[src/rtl/uart_pkg.sv]
// Shared constants and state encodings for the buffered UART.
package uart_pkg;

  localparam logic [2:0] ADDR_DATA = 3'd0;
  localparam logic [2:0] ADDR_DIV  = 3'd2;

  // STATUS register bit positions (TX-only UART compatible layout)
  localparam int unsigned ST_RX_NE   = 8;
  localparam int unsigned ST_RX_OVR  = 9;
  localparam int unsigned ST_FRAME   = 10;
  localparam int unsigned ST_TX_DROP = 11;
  localparam int unsigned ST_TX_NF   = 13;
  localparam int unsigned ST_TX_IDLE = 14;

  // Smallest divisor the hardware accepts
  localparam int unsigned DIV_MIN = 4;

  typedef enum logic {
    TxIdle,
    TxShift
  } tx_state_e;

  typedef enum logic [1:0] {
    RxIdle,
    RxStart,
    RxData,
    RxStop
  } rx_state_e;

endpackage

[src/rtl/uart_fifo.sv]
// Show-ahead synchronous FIFO; push while full is accepted only alongside a pop.
module uart_fifo #(
  parameter int unsigned WIDTH = 8,
  parameter int unsigned DEPTH = 16
) (
  input  logic             clk,
  input  logic             rst_n,
  input  logic             push,
  input  logic             pop,
  input  logic [WIDTH-1:0] din,
  output logic [WIDTH-1:0] dout,
  output logic             full,
  output logic             empty
);

  localparam int unsigned AW = $clog2(DEPTH);
  localparam int unsigned PW = AW + 1;

  logic [PW-1:0]    wptr_q, wptr_d, rptr_q, rptr_d;
  logic [WIDTH-1:0] mem_q [DEPTH];
  logic             do_push, do_pop;

  // Flags from pointer compare; MSB distinguishes full from empty
  always_comb begin
    empty   = (wptr_q == rptr_q);
    full    = (wptr_q[AW] != rptr_q[AW]) && (wptr_q[AW-1:0] == rptr_q[AW-1:0]);
    do_pop  = pop && !empty;
    do_push = push && (!full || do_pop);
    wptr_d  = wptr_q + PW'(do_push);
    rptr_d  = rptr_q + PW'(do_pop);
    dout    = mem_q[rptr_q[AW-1:0]];
  end

  // Pointer state
  always_ff @(posedge clk or negedge rst_n) begin
    if (!rst_n) begin
      wptr_q <= '0;
      rptr_q <= '0;
    end else begin
      wptr_q <= wptr_d;
      rptr_q <= rptr_d;
    end
  end

  // Storage array, no reset needed: reads are gated by empty
  always_ff @(posedge clk) begin
    if (do_push) mem_q[wptr_q[AW-1:0]] <= din;
  end

endmodule

[src/rtl/uart_fifo_ctrl.sv]
// Buffered 8N1 UART with TX/RX FIFOs, programmable divisor and sticky error flags.
module uart_fifo_ctrl
  import uart_pkg::*;
#(
  parameter int unsigned DIV_RESET = 433,
  parameter int unsigned DIV_W     = 16,
  parameter int unsigned TX_DEPTH  = 16,
  parameter int unsigned RX_DEPTH  = 16
) (
  input  logic        clk,
  input  logic        rst_n,
  input  logic [2:0]  addr,
  input  logic [31:0] din,
  output logic [31:0] dout,
  input  logic        wr,
  input  logic        valid,
  input  logic        rxd,
  output logic        txd
);

  logic [DIV_W-1:0] div_q, div_d;
  logic [31:0]      dout_q, dout_d, rd_data, status;
  logic             ovr_q, ovr_d, frm_q, frm_d, drop_q, drop_d;
  logic             bus_rd, bus_wr, stat_rd;
  logic             unused_din;

  logic             tx_push, tx_pop, tx_full, tx_empty;
  logic [7:0]       tx_head;
  tx_state_e        tx_state_q;
  logic [9:0]       tx_shift_q;
  logic [DIV_W-1:0] tx_cnt_q, tx_div_q;
  logic [3:0]       tx_bit_q;
  logic             tx_bit_end, tx_load;

  logic             rx_push, rx_pop, rx_full, rx_empty;
  logic [7:0]       rx_head, rx_data_q;
  logic             rx_s1_q, rx_s2_q;
  rx_state_e        rx_state_q;
  logic [DIV_W-1:0] rx_cnt_q, rx_div_q;
  logic [2:0]       rx_bit_q;
  logic             rx_sample, rx_stop_evt, ovr_set, frm_set, drop_set;

  assign unused_din = ^din;
  assign dout       = dout_q;
  assign txd        = tx_shift_q[0];

  uart_fifo #(.WIDTH(8), .DEPTH(TX_DEPTH)) u_tx_fifo (
    .clk  (clk),
    .rst_n(rst_n),
    .push (tx_push),
    .pop  (tx_pop),
    .din  (din[7:0]),
    .dout (tx_head),
    .full (tx_full),
    .empty(tx_empty)
  );

  uart_fifo #(.WIDTH(8), .DEPTH(RX_DEPTH)) u_rx_fifo (
    .clk  (clk),
    .rst_n(rst_n),
    .push (rx_push),
    .pop  (rx_pop),
    .din  (rx_data_q),
    .dout (rx_head),
    .full (rx_full),
    .empty(rx_empty)
  );

  // Bus decode, read mux, divisor clamp and sticky flag next-state (set beats clear)
  always_comb begin
    bus_rd  = valid && !wr;
    bus_wr  = valid && wr;
    tx_push = bus_wr && (addr == ADDR_DATA);
    rx_pop  = bus_rd && (addr == ADDR_DATA) && !rx_empty;
    stat_rd = bus_rd && addr[2];

    status             = '0;
    status[ST_RX_NE]   = !rx_empty;
    status[ST_RX_OVR]  = ovr_q;
    status[ST_FRAME]   = frm_q;
    status[ST_TX_DROP] = drop_q;
    status[ST_TX_NF]   = !tx_full;
    status[ST_TX_IDLE] = tx_empty && (tx_state_q == TxIdle);

    rd_data = '0;
    if (addr[2])                rd_data = status;
    else if (addr == ADDR_DATA) rd_data = rx_empty ? 32'd0 : {24'd0, rx_head};
    else if (addr == ADDR_DIV)  rd_data = 32'(div_q);
    dout_d = valid ? rd_data : dout_q;

    div_d = div_q;
    if (bus_wr && (addr == ADDR_DIV)) begin
      div_d = (din[DIV_W-1:0] < DIV_W'(DIV_MIN)) ? DIV_W'(DIV_MIN) : din[DIV_W-1:0];
    end

    drop_set = tx_push && tx_full && !tx_pop;
    drop_d   = drop_set || (drop_q && !stat_rd);
    ovr_d    = ovr_set || (ovr_q && !stat_rd);
    frm_d    = frm_set || (frm_q && !stat_rd);
  end

  // Bus-side registers
  always_ff @(posedge clk or negedge rst_n) begin
    if (!rst_n) begin
      dout_q <= '0;
      div_q  <= DIV_W'(DIV_RESET);
      ovr_q  <= 1'b0;
      frm_q  <= 1'b0;
      drop_q <= 1'b0;
    end else begin
      dout_q <= dout_d;
      div_q  <= div_d;
      ovr_q  <= ovr_d;
      frm_q  <= frm_d;
      drop_q <= drop_d;
    end
  end

  // TX load happens from idle or straight out of the stop bit, so frames abut
  always_comb begin
    tx_bit_end = (tx_cnt_q == tx_div_q);
    tx_load    = !tx_empty && ((tx_state_q == TxIdle) ||
                               (tx_bit_end && (tx_bit_q == 4'd9)));
    tx_pop     = tx_load;
  end

  // TX FSM: shifter idles at all-ones so txd rests high
  always_ff @(posedge clk or negedge rst_n) begin
    if (!rst_n) begin
      tx_state_q <= TxIdle;
      tx_shift_q <= '1;
      tx_cnt_q   <= '0;
      tx_bit_q   <= '0;
      tx_div_q   <= DIV_W'(DIV_RESET);
    end else if (tx_load) begin
      tx_state_q <= TxShift;
      tx_shift_q <= {1'b1, tx_head, 1'b0};
      tx_cnt_q   <= '0;
      tx_bit_q   <= '0;
      tx_div_q   <= div_q;
    end else if (tx_state_q == TxShift) begin
      if (tx_bit_end) begin
        tx_cnt_q   <= '0;
        tx_shift_q <= {1'b1, tx_shift_q[9:1]};
        tx_bit_q   <= tx_bit_q + 4'd1;
        if (tx_bit_q == 4'd9) tx_state_q <= TxIdle;
      end else begin
        tx_cnt_q <= tx_cnt_q + DIV_W'(1);
      end
    end
  end

  // Two-flop synchronizer for the asynchronous serial input
  always_ff @(posedge clk or negedge rst_n) begin
    if (!rst_n) begin
      rx_s1_q <= 1'b1;
      rx_s2_q <= 1'b1;
    end else begin
      rx_s1_q <= rxd;
      rx_s2_q <= rx_s1_q;
    end
  end

  // Stop-bit outcome; a same-cycle DATA pop frees the slot and avoids overrun
  always_comb begin
    rx_sample   = (rx_cnt_q == rx_div_q);
    rx_stop_evt = (rx_state_q == RxStop) && rx_sample;
    rx_push     = rx_stop_evt && rx_s2_q && (!rx_full || rx_pop);
    ovr_set     = rx_stop_evt && rx_s2_q && rx_full && !rx_pop;
    frm_set     = rx_stop_evt && !rx_s2_q;
  end

  // RX FSM: half-bit start qualification, then one sample per bit period
  always_ff @(posedge clk or negedge rst_n) begin
    if (!rst_n) begin
      rx_state_q <= RxIdle;
      rx_cnt_q   <= '0;
      rx_div_q   <= DIV_W'(DIV_RESET);
      rx_bit_q   <= '0;
      rx_data_q  <= '0;
    end else begin
      unique case (rx_state_q)
        RxIdle: begin
          if (!rx_s2_q) begin
            rx_state_q <= RxStart;
            rx_cnt_q   <= '0;
            rx_div_q   <= div_q;
          end
        end
        RxStart: begin
          if (rx_cnt_q == (rx_div_q >> 1)) begin
            rx_cnt_q   <= '0;
            rx_bit_q   <= '0;
            rx_state_q <= rx_s2_q ? RxIdle : RxData;
          end else begin
            rx_cnt_q <= rx_cnt_q + DIV_W'(1);
          end
        end
        RxData: begin
          if (rx_sample) begin
            rx_cnt_q  <= '0;
            rx_data_q <= {rx_s2_q, rx_data_q[7:1]};
            rx_bit_q  <= rx_bit_q + 3'd1;
            if (rx_bit_q == 3'd7) rx_state_q <= RxStop;
          end else begin
            rx_cnt_q <= rx_cnt_q + DIV_W'(1);
          end
        end
        RxStop: begin
          if (rx_sample) begin
            rx_cnt_q   <= '0;
            rx_state_q <= RxIdle;
          end else begin
            rx_cnt_q <= rx_cnt_q + DIV_W'(1);
          end
        end
        default: rx_state_q <= RxIdle;
      endcase
    end
  end

endmodule

[config.mk]
export PLATFORM = sky130hd
export DESIGN_NAME = uart_fifo_ctrl
export DESIGN_NICKNAME = d
export VERILOG_FILES = /design/src/rtl/uart_pkg.sv /design/src/rtl/uart_fifo.sv /design/src/rtl/uart_fifo_ctrl.sv
export SDC_FILE = /design/constraint.sdc
export NUM_CORES = 1
export LEC_CHECK = 0
export BUFFER_PORTS_ARGS = -buffer_cell sky130_fd_sc_hd__buf_4
export CORE_MARGIN = 2
export CORE_UTILIZATION = 50
export CTS_BUF_LIST = sky130_fd_sc_hd__clkbuf_4 sky130_fd_sc_hd__clkbuf_8
export CTS_CLUSTER_DIAMETER = 60
export CTS_CLUSTER_SIZE = 16
export DETAILED_ROUTE_END_ITERATION = 16
export GPL_ROUTABILITY_DRIVEN = 1
export HOLD_SLACK_MARGIN = 0.1
export PLACE_DENSITY = 0.7
export REMOVE_ABC_BUFFERS = 1
export SYNTH_ARGS = -nofsm -noshare
export SYNTH_HDL_FRONTEND = slang
export SYNTH_SLANG_ARGS = --single-unit
[constraint.sdc]
create_clock -name clk -period 3.25 [get_ports clk]
set_clock_uncertainty 0.1 [all_clocks]
set_input_delay 0.8125 -clock clk [delete_from_list [all_inputs] [get_ports clk]]
set_output_delay 0.8125 -clock clk [all_outputs]
set_load 0.1 [all_outputs]
==> Yosys cells after proc, flatten, opt, wreduce, memory -nomap -nowiden <==
Memory sizes are Yosys's and may differ from the RTL's.
Cells that the tools add are included.
Widths: inputs -> output; s select.
{ "totals": {"regBits": 165, "ram_bits": 256, "out_inout_bits": 33, "word_cells": 144, "mem_count": 2} }
{ "memory_table": {"columns": ["name", "depth", "width", "rd", "rd_ports_with_merged_regs", "write_ports", "line", "text"], "rows": [
  ["u_rx_fifo.mem_q", 16, 8, 1, 0, 1, "uart_fifo.sv:20", "logic [WIDTH-1:0] mem_q [DEPTH];"],
  ["u_tx_fifo.mem_q", 16, 8, 1, 0, 1, "uart_fifo.sv:20", null]
]} }
{ "op_classes": {"n_addsub": 8, "n_lt_le_gt_ge": 1, "n_eq_ne": 20, "mux": 36, "n_bitwise": 2, "reduce_logical": 54} }
{ "ops": {"columns": ["op", "count"], "rows": [
  ["$mux 16", 8],
  ["$mux 32", 2],
  ["$pmux 16 s3", 1],
  ["$add 16x1->16 const B", 2],
  ["$eq 16x16->1", 2],
  ["$mux 10", 3],
  ["$logic_and 1x1->1", 27],
  ["$add 5x1->5", 4],
  ["$eq 16x15->1", 1],
  ["$lt 16x3->1 const B", 1],
  ["$mux 2", 6],
  ["$mux 4", 3],
  ["$eq 5x5->1", 2],
  ["$ne 2x2->1 const B", 5],
  ["$logic_not 1->1", 9],
  ["$eq 4x4->1", 2],
  ["$mux 1", 8],
  ["$mux 8", 1],
  ["$pmux 2 s4", 1],
  ["$logic_or 1x1->1", 7],
  ["$mux 3", 2],
  ["$pmux 3 s2", 1],
  ["$reduce_and 2->1", 3],
  ["$reduce_bool 2->1", 3],
  ["14 further kinds", 17]
]} }

==> Logic depth before layout (Yosys ltp) <==
Gate-level depths: netlist of run 1.
{ "depth": {"depth_word": 9, "ltp_mapped": 12, "ltp_nobuf": 11} }

==> By module <==
A second synthesis of run 1 with hierarchy kept.
{ "unflattened": {"cells_unflattened": 1170, "area_unflattened_um2": 17671.9} }
{ "by_module_without_submodules": {"columns": ["mod", "n_inst", "cells_each", "area_each_um2", "seq_area_each_um2"], "rows": [
  ["uart_fifo_ctrl", 1, 600, 6492.5, 3235.6],
  ["uart_fifo (u_rx_fifo)", 1, 282, 5595.4, 4093.9],
  ["uart_fifo (u_tx_fifo)", 1, 288, 5584.1, 4093.9]
]} }

==> Least setup slack after synthesis of run 1 <==
No wires, ideal clock.
{ "synth_timing": {"kind": "input-to-reg", "startpoint": "input valid", "endpoint": "memory u_tx_fifo.mem_q[1][0], enable pin", "t_arrival_ns": 2.835, "required_time_ns": 2.755, "slack_ns": -0.079, "cell_stages": 6, "n_path_buf": 2, "path_cell_list": "clkbuf_1 nor4b_1 nand2_1 a31o_2 buf_1 nor4_1"} }
{ "synth_between": {"elab_chain_len": 5} }
{ "synth_lines": {"columns": ["element", "line", "text"], "rows": [
  ["from (decl)", "uart_fifo_ctrl.sv:16", "input logic valid,"],
  ["$logic_and 1x1->1", "uart_fifo_ctrl.sv:72", "bus_wr = valid && wr;"],
  ["$logic_and 1x1->1", "uart_fifo_ctrl.sv:73", "tx_push = bus_wr && (addr == ADDR_DATA);"],
  ["$logic_and 1x1->1", "uart_fifo.sv:28", "do_push = push && (!full || do_pop);"],
  ["$mux 1", "uart_fifo.sv:47", "if (do_push) mem_q[wptr_q[AW-1:0]] <= din;"],
  ["$mux 1 (not written as such)", "uart_fifo.sv:47", null],
  ["to (decl)", "uart_fifo.sv:20", null]
]} }
No other way between the ends.

==> Final worst setup path of run 1 <==
{ "layout_timing": {"startpoint": "register rx_div_q[4]", "endpoint": "memory u_rx_fifo.mem_q[0][4], enable pin"} }
{ "layout_between": {"elab_chain_len": 7} }
{ "layout_lines": {"columns": ["element", "line", "text"], "rows": [
  ["from (decl)", "uart_fifo_ctrl.sv:39", "logic [DIV_W-1:0] rx_cnt_q, rx_div_q;"],
  ["from (signal assigned)", "uart_fifo_ctrl.sv:178", "rx_div_q <= DIV_W'(DIV_RESET);"],
  ["from (signal assigned)", "uart_fifo_ctrl.sv:187", "rx_div_q <= div_q;"],
  ["$eq 16x16->1", "uart_fifo_ctrl.sv:166", "rx_sample = (rx_cnt_q == rx_div_q);"],
  ["$logic_and 1x1->1", "uart_fifo_ctrl.sv:167", "rx_stop_evt = (rx_state_q == RxStop) && rx_sample;"],
  ["$logic_and 1x1->1 (2 in a row)", "uart_fifo_ctrl.sv:168", "rx_push = rx_stop_evt && rx_s2_q && (!rx_full || rx_pop);"],
  ["$logic_and 1x1->1", "uart_fifo.sv:28", null],
  ["$mux 1", "uart_fifo.sv:47", null],
  ["$mux 1 (not written as such)", "uart_fifo.sv:47", null],
  ["to (decl)", "uart_fifo.sv:20", null]
]} }
No other way between the ends.

==> metrics.md, run 1 <==
| Metric | Value |
|---|---|
| Outcome | finished clean |
| Vias per Instance | 5.67 |
| # port buffers | 40 |
| Drt pass-1 iters | 5 |
| Fillers | 2722 |
| Count leader, synth | edfxtp_1 |
| Clock Latency Late Sink | between 0.5 and 0.6 ns |
| Vias in the first global route | between 9000 and 10000 |
| Met1 usage | 28.7% |
| GRT Util Overall | 20.3% |
| Post-Syn Area | 0.0173 mm2 |
| Worst Hold Class | reg2reg |
| DR iter-0 viols | between 600 and 700 |
| TritonCTS clock tree | built |
| Cell count after synthesis | 1122 |
| Row count | around 70 |
| Max-Cap Viols | 0 |
| Post-Route Setup TNS | 0 ns |
| Die W | 190 um |
| Pwr/cell area | 673 mW/mm2 |
| Area growth syn-to-layout | 10.6% |
| Asr flop ratio synth | between 30% and 40% |
| Required time worst endpoint | 3.40 ns |
| DRC | 0 |
| Post-synth top flop | edfxtp_1 |
| Antenna Nets Post-Route | 0 |
| Netlist cell types | 55 |
| Worst Setup Start Kind | register |
| Crit Path Category | reg2reg |
| Wire per inst | ~21 um |
| Peak VDD IR | 0.434 mV |
| Maximum clock path buffer count | 3 |
| Ant. Diodes | 0 |
| Post-Place Cells | 1619 |
| Met3 GRT Util | 2.71% |
| Post-synthesis sequential area ratio | 66.0% |
| DP Area | around 0.018 mm2 |
| Worst slew margin | between 50% and 60% |
| Setup slack, reg-to-reg | 0.15 ns |
| Layout Cells excl Fill | 1681 |
| Core Area | between 0.03 and 0.04 mm2 |
| Hpwl dp | 23800 um |
| Post-synthesis register bit count | 404 |
| Leakage | just over 7 nW |
| Synth warnings | 0 |
| Starting Density | about half |
| Chip height | 190 um |
| # setup viols final | 0 |
| Vias | 9534 |
| Layout cell share with drive strength beyond 1 | between 20 and 30% |
| Busiest grt layer | met2 |
| Top-area cell type share of the netlist area | 44.4% |
| R2R cell count | 7 |
| Clock buffer count from CTS | 34 |
| Final-stage net count | 1255 |
| Die area | 0.0361 mm2 |
| Max Fclk | 322 MHz |
| Clock Tree Root | clkbuf_8 |
| GPL Wtd Cong | 0.855 |
| Period utilization | 95.5% |
| Area contributors post-synth | edfxtp_1, dfrtp_1, mux4_2, dfstp_2, mux2_2 |
| Type of element capturing the critical path | register |
| RSZ-0062 raised after global routing | no |
| Number of synthesized flops with an enable pin | 256 |
| Final instance area | 0.0191 mm2 |
| Multi-input gate area | 0.00548 mm2 |
| Io pins | 73 |
| Initial antenna violation count | 0 |
| Final Hold Viols | 0 |
| Setup bufs post-CTS | 0 |
| CTS clk-pin slew, worst paths | 0.09 ns |
| Critical Path Start | rx_div_q[4] |
| First-pass GRT wire length | 55900 um |
| Critical R2R Launch | rx_div_q[4] |
| CTS Sinks | 404 |
| Routed wire length | 35500 um |
| Synth top cells by count | edfxtp_1, dfrtp_1, mux4_2 |
| Crit path time final | 3.10 ns |
| Register area | 0.0114 mm2 |
| Worst EP arrival | 3.25 ns |
| GR Layer Usage met2 | between 30% and 40% |
| Crit path to | u_rx_fifo.mem_q[0][4] |
| Gr ovfl total | 0 |
| Syn Area/Cell | 15.4 um2 |
| Final Max Tran Viols | 0 |
| Crit path max fanout | 8 |
| Critical R2R Capture | u_rx_fifo.mem_q[0][4] |
| Synth area leader | edfxtp_1 |
| Tightest Pin Transition | 0.699 ns |
| Largest net degree at the start of global routing | 61 |
| H-tree Lvls | 2 |
==> worst min path at each step <==
stage            start       to  slack [ns]  cells past startpoint
3_3_place_gp   rx_s1_q  rx_s2_q        0.25                      0
5_1_grt            rxd  rx_s1_q        0.25                      1
3_5_place_dp   rx_s1_q  rx_s2_q        0.25                      0
4_1_cts            rxd  rx_s1_q        0.25                      1
2_1_floorplan  rx_s1_q  rx_s2_q        0.25                      0
6_report       rx_s1_q  rx_s2_q        0.25                      0
==> layout by cell type, fill, tap and decap left out, types with 10 or more instances in the layout <==
master    count
nor2_1       47
clkbuf_4     12
a211oi_1     10
nand2_1      69
mux4_2       73
buf_4       114
inv_1        21
edfxtp_1    256
mux2i_1      10
nor4b_1      10
mux2_2       52
ha_1         14
nor4_1       21
nand4_1      13
clkbuf_8     37
conb_1       16
nand3_1      24
xor2_1       40
o31ai_1      12
dfrtp_1     120
a211o_1      12
nor2b_1      14
nor3_1       12
dfstp_2      26
xnor2_1      41
and3_1       12
o21ai_0      36
==> sequential cells by signal (all words and copies together), names as in the netlist, 8 cells and up, named ones only <==
register and count:
rx_data_q 8, tx_cnt_q 16, rx_div_q 16, tx_div_q 16, u_tx_fifo.mem_q 128, u_rx_fifo.mem_q 128
tx_shift_q 9, dout 16, div_q 16, rx_cnt_q 16
==> metrics by stage <==
step / power [mW] / utilization (%) / hold WS (ns) / setup slack [ns]
final: 12.9 / 55.8 / 0.255 / 0.146
after global placement: 10.0 / 53.8 / 0.247 / -0.0278
after CTS: 13.0 / 55.8 / 0.249 / 0.00931
after floorplan: 9.04 / - / 0.245 / -0.893
after global routing: 13.6 / 55.8 / 0.248 / 0.0396
after detailed placement: 10.1 / 53.8 / 0.247 / -0.0405
==> cell families after synthesis <==
family | synth area share [%]
simple gates | 8.09
mux | 13.5
buf+inv | 2.83
compound gates | 4.45
flops | 66.0
other cells | 0.0217
fa+ha+maj | 1.01
xor+xnor | 4.10
==> worst max-delay path: stages, from the launching register on <==
cell	delay [ns]
dfstp_2	0.57
xor2_1	0.09
or4_1	0.49
or4_4	0.51
nor4_4	0.27
or3b_4	0.46
nor3_2	0.12
buf_4	0.20
==> final cells by class <==
cell class / instances / share of cell area [%]
tap: 455 / 2.98
sequential: 404 / 59.7
inverter: 21 / 0.412
multi-input combinational: 623 / 28.7
clock buffer: 49 / 3.13
clock inverter: 12 / 0.432
timing repair buffer: 117 / 4.69
==> metal layers <==
layer	up-vias	routed length (um)	part of all wire [%]
met5	-	0	0
met4	0	775	2.2
met3	53	1610	4.5
met2	235	17600	50
met1	4873	15600	44
li1	4373	-	-
==> power by group <==
part	internal [mW]	leakage, nW	switching [mW]
clock	1.23	0.362	1.66
sequential	6.00	4.13	0.556
combinational	1.57	2.70	1.87
total	8.80	7.19	4.08
==> timing repair <==
item,CTS,global route
hold buffers,1,0
endpoints found under the setup margin,0,78
endpoints found under the hold margin,4,0
resized for setup,0,0
Note: power is estimated with default switching activity, not from simulation.
==> run 2, diff against run 1 <==
ABC_AREA = 1   (was unset)
==> run 2 against run 1 <==
Compared with the run above:
- register-to-register slack improved by 0.31 ns
- routed wire length rose by 16%
- first-iteration DRC count is 78% higher
- utilization down 1.1 points
- global-route usage up 1.5 points
- clock power is 5% higher
- area after synthesis up 5.9%
- critical path type unchanged
==> metrics.md, run 2 <==
| Metric | Value |
|---|---|
| Antenna Nets Post-Route | 0 (unchanged) |
| DRC | 0 (unchanged) |
| Post-synthesis sequential area ratio | 62.4% (-3.7 points) |
| Clock buffer count from CTS | 35 (+2.9%) |
| CTS Sinks | 404 (unchanged) |
| Synth top cells by count | nand2_1, edfxtp_1, nor2_1 |
| Peak VDD IR | 0.305 mV (-30%) |
| # port buffers | 40 (unchanged) |
| Worst EP arrival | 2.93 ns (-0.32 ns) |
| Final-stage net count | 1994 (+59%) |
| Routed wire length | 41100 um (+16%) |
| Post-synthesis register bit count | 404 (unchanged) |
| Count leader, synth | nand2_1 |
| Die area | 0.0382 mm2 (+5.7%) |
| Initial antenna violation count | 0 (unchanged) |
| Required time worst endpoint | 3.38 ns (-0.02 ns) |
| Largest net degree at the start of global routing | 65 (+6.6%) |
| Worst Hold Class | in2reg |
| Fillers | 3134 (+15%) |
| Drt pass-1 iters | 5 (unchanged) |
| Vias | 13043 (+37%) |
| Die W | 195 um (+2.8%) |
| Post-synth top flop | edfxtp_1 |
| DR iter-0 viols | 1167 (+78%) |
| Ant. Diodes | 0 (unchanged) |
| Hpwl dp | 27500 um (+15%) |
| Crit Path Category | reg2reg |
| Most frequent cells in the layout | nand2_1, edfxtp_1, nor2_1 |
| Fin Hold WS | 0.223 ns (-0.0320 ns) |
| Chip height | 195 um (+2.8%) |
| Area growth syn-to-layout | 8.55% |
| Post-Syn Area | 0.0183 mm2 (+5.9%) |
| Max Fclk | 358 MHz (+11%) |
| Synth area leader | edfxtp_1 |
| RSZ-0062 raised after global routing | no |
| Worst Setup Start Kind | register |
| Starting Density | 50.4% (-0.071 points) |
| Tightest Pin Transition | 1.01 ns (+0.307 ns) |
| Worst slew margin | 32.8% (-21 points) |
| Period utilization | 86.0% (-9.5 points) |
| Wire per inst | 16.9 um (-20%) |
| Synth warnings | 0 (unchanged) |
| First-pass GRT wire length | 65900 um (+18%) |
| Cell count after synthesis | 1891 (+69%) |
| Max-Cap Viols | 0 (unchanged) |
| Final Hold Viols | 0 (unchanged) |
| Area contributors post-synth | edfxtp_1, dfrtp_1, nand2_1, nor2_1, o21ai_0 |
| # setup viols final | 0 (unchanged) |
| H-tree Lvls | 2 (unchanged) |
| Layout cell share with drive strength beyond 1 | 11.5% (-16 points) |
| Row count | 70 (+2.9%) |
| Clock Tree Root | clkbuf_8 |
| Setup bufs post-CTS | 0 (unchanged) |
| Clock Latency Late Sink | 0.59 ns (+0.04 ns) |
| Vias per Instance | 5.36 (-5.5%) |
| Crit path max fanout | 8 (unchanged) |
| Final instance area | 0.0199 mm2 (+3.9%) |
| Pwr/cell area | 507 mW/mm2 (-25%) |
| Type of element capturing the critical path | register |
| Syn Area/Cell | 9.69 um2 (-37%) |
| Gr ovfl total | 0 (unchanged) |
| Top-area cell type share of the netlist area | 42.0% (-2.5 points) |
| Crit path time final | 2.79 ns (-0.310 ns) |
| Final Max Tran Viols | 0 (unchanged) |
| Commonest non-fill, non-tap cell in the layout | nand2_1 |
| TritonCTS clock tree | built |
| CTS clk-pin slew, worst paths | 0.10 ns (about the same) |
| Netlist cell types | 43 (-22%) |
| Maximum clock path buffer count | 3 (unchanged) |
| Vias in the first global route | 12554 (+30%) |
| Core Area | 0.0363 mm2 (+6.0%) |
| Io pins | 73 (unchanged) |
| Leakage | 8.68 nW (+21%) |
| Outcome | finished clean |
| GPL Wtd Cong | 0.929 (+8.6%) |
| Asr flop ratio synth | 36.6% (unchanged) |
| DP Area | 0.0192 mm2 (+3.8%) |
| Number of synthesized flops with an enable pin | 256 (unchanged) |
| GRT Util Overall | 21.8% (+1.5 points) |
-- run 2: cell types whose count changed in the layout (fill, tap and decap cells not counted), sizes merged, moves of 14 or more --
cell    before  now
nor4        22    5
nor2        47  230
o211ai       1   38
nand2       69  574
xnor2       41    7
inv         25  142
nor2b       14    0
mux4        73    0
buf        116   87
nand3       24  122
o21ai       36  157
mux2        52    0
-- run 2: layout make-up --
cell class | count | area [um2] | share of cell area, %
clock buffers | 50 | 607 | 3.05
multi-input cells | 1272 | 5940 | 29.9
clock inverters | 13 | 110 | 0.554
well taps | 468 | 586 | 2.95
flip-flops and latches | 404 | 11400 | 57.5
inverters | 139 | 522 | 2.62
repair buffers | 88 | 692 | 3.48
-- run 2: timing repair --
item | CTS | global route
endpoints found under the hold margin | 47 | 0
hold buffers | 1 | 0
gates resized for setup | 0 | 0
-- run 2: stage by stage --
step | power, mW | setup WS [ns] | util [%] | TNS [ns] | cells
finish | 10.1 | 0.456 | 54.7 | 0 | 2434
global route | 10.5 | 0.249 | 54.7 | 0 | 2434
CTS | 10.1 | 0.518 | 54.7 | 0 | 2434
detailed placement | 7.16 | 0.361 | 52.7 | 0 | 2370
global placement | 7.14 | 0.376 | 52.7 | 0 | 2370
floorplan | 6.62 | -0.130 | - | -0.280 | 1815
-- run 2: path summary, 6_finish.rpt --
path	start	to	slack [ns]	cells past startpoint
max	rx_div_q[4]	u_rx_fifo.mem_q[15][3]	0.46	10
min	rxd	rx_s1_q	0.22	1
max reg2reg	rx_div_q[4]	u_rx_fifo.mem_q[15][3]	0.46	10
min reg2reg	rx_s1_q	rx_s2_q	0.27	0
max in group asynchronous	rst_n	div_q[4]	1.60	3
min in group asynchronous	rst_n	rx_cnt_q[7]	0.66	2
-- run 2: kinds of logic (layout without fill, tap and decap cells) --
logic type               count (synthesis)  after routing  share of synthesized area, %
AO/OA/AOI/OAI                          230            230                          7.21
XOR/XNOR                                42             42                          2.01
adder cells (fa/ha/maj)                 14             14                         0.956
buffers and inverters                  230            290                          5.53
flip-flops                             404            404                          62.4
other                                    1             16                        0.0205
AND/OR/NAND/NOR                        970            970                          21.9
-- run 2: routing by layer --
| layer | routed length (um) | global-route usage [%] |
|---|---|---|
| met2 | 19600 | 35.1 |
| met4 | 1110 | 7.61 |
| met3 | 2700 | 3.83 |
| met1 | 17700 | 30.1 |
| met5 | 0 | 0 |
-- run 2: critical path, stage by stage, from the launching register on --
cell     delay, ns
dfstp_2       0.59
inv_1         0.06
nand2_1       0.09
nand2_1       0.06
nor2_1        0.10
nand2_1       0.07
nor2_2        0.14
nand4_2       0.23
nor2_2        0.23
nand4_2       0.22
nor2_1        0.55
-- run 2: where the power goes --
part / leakage (nW) / internal, mW / switching [mW]
logic: 3.89 / 0.330 / 1.02
registers: 4.42 / 5.56 / 0.146
clock network: 0.371 / 1.26 / 1.75
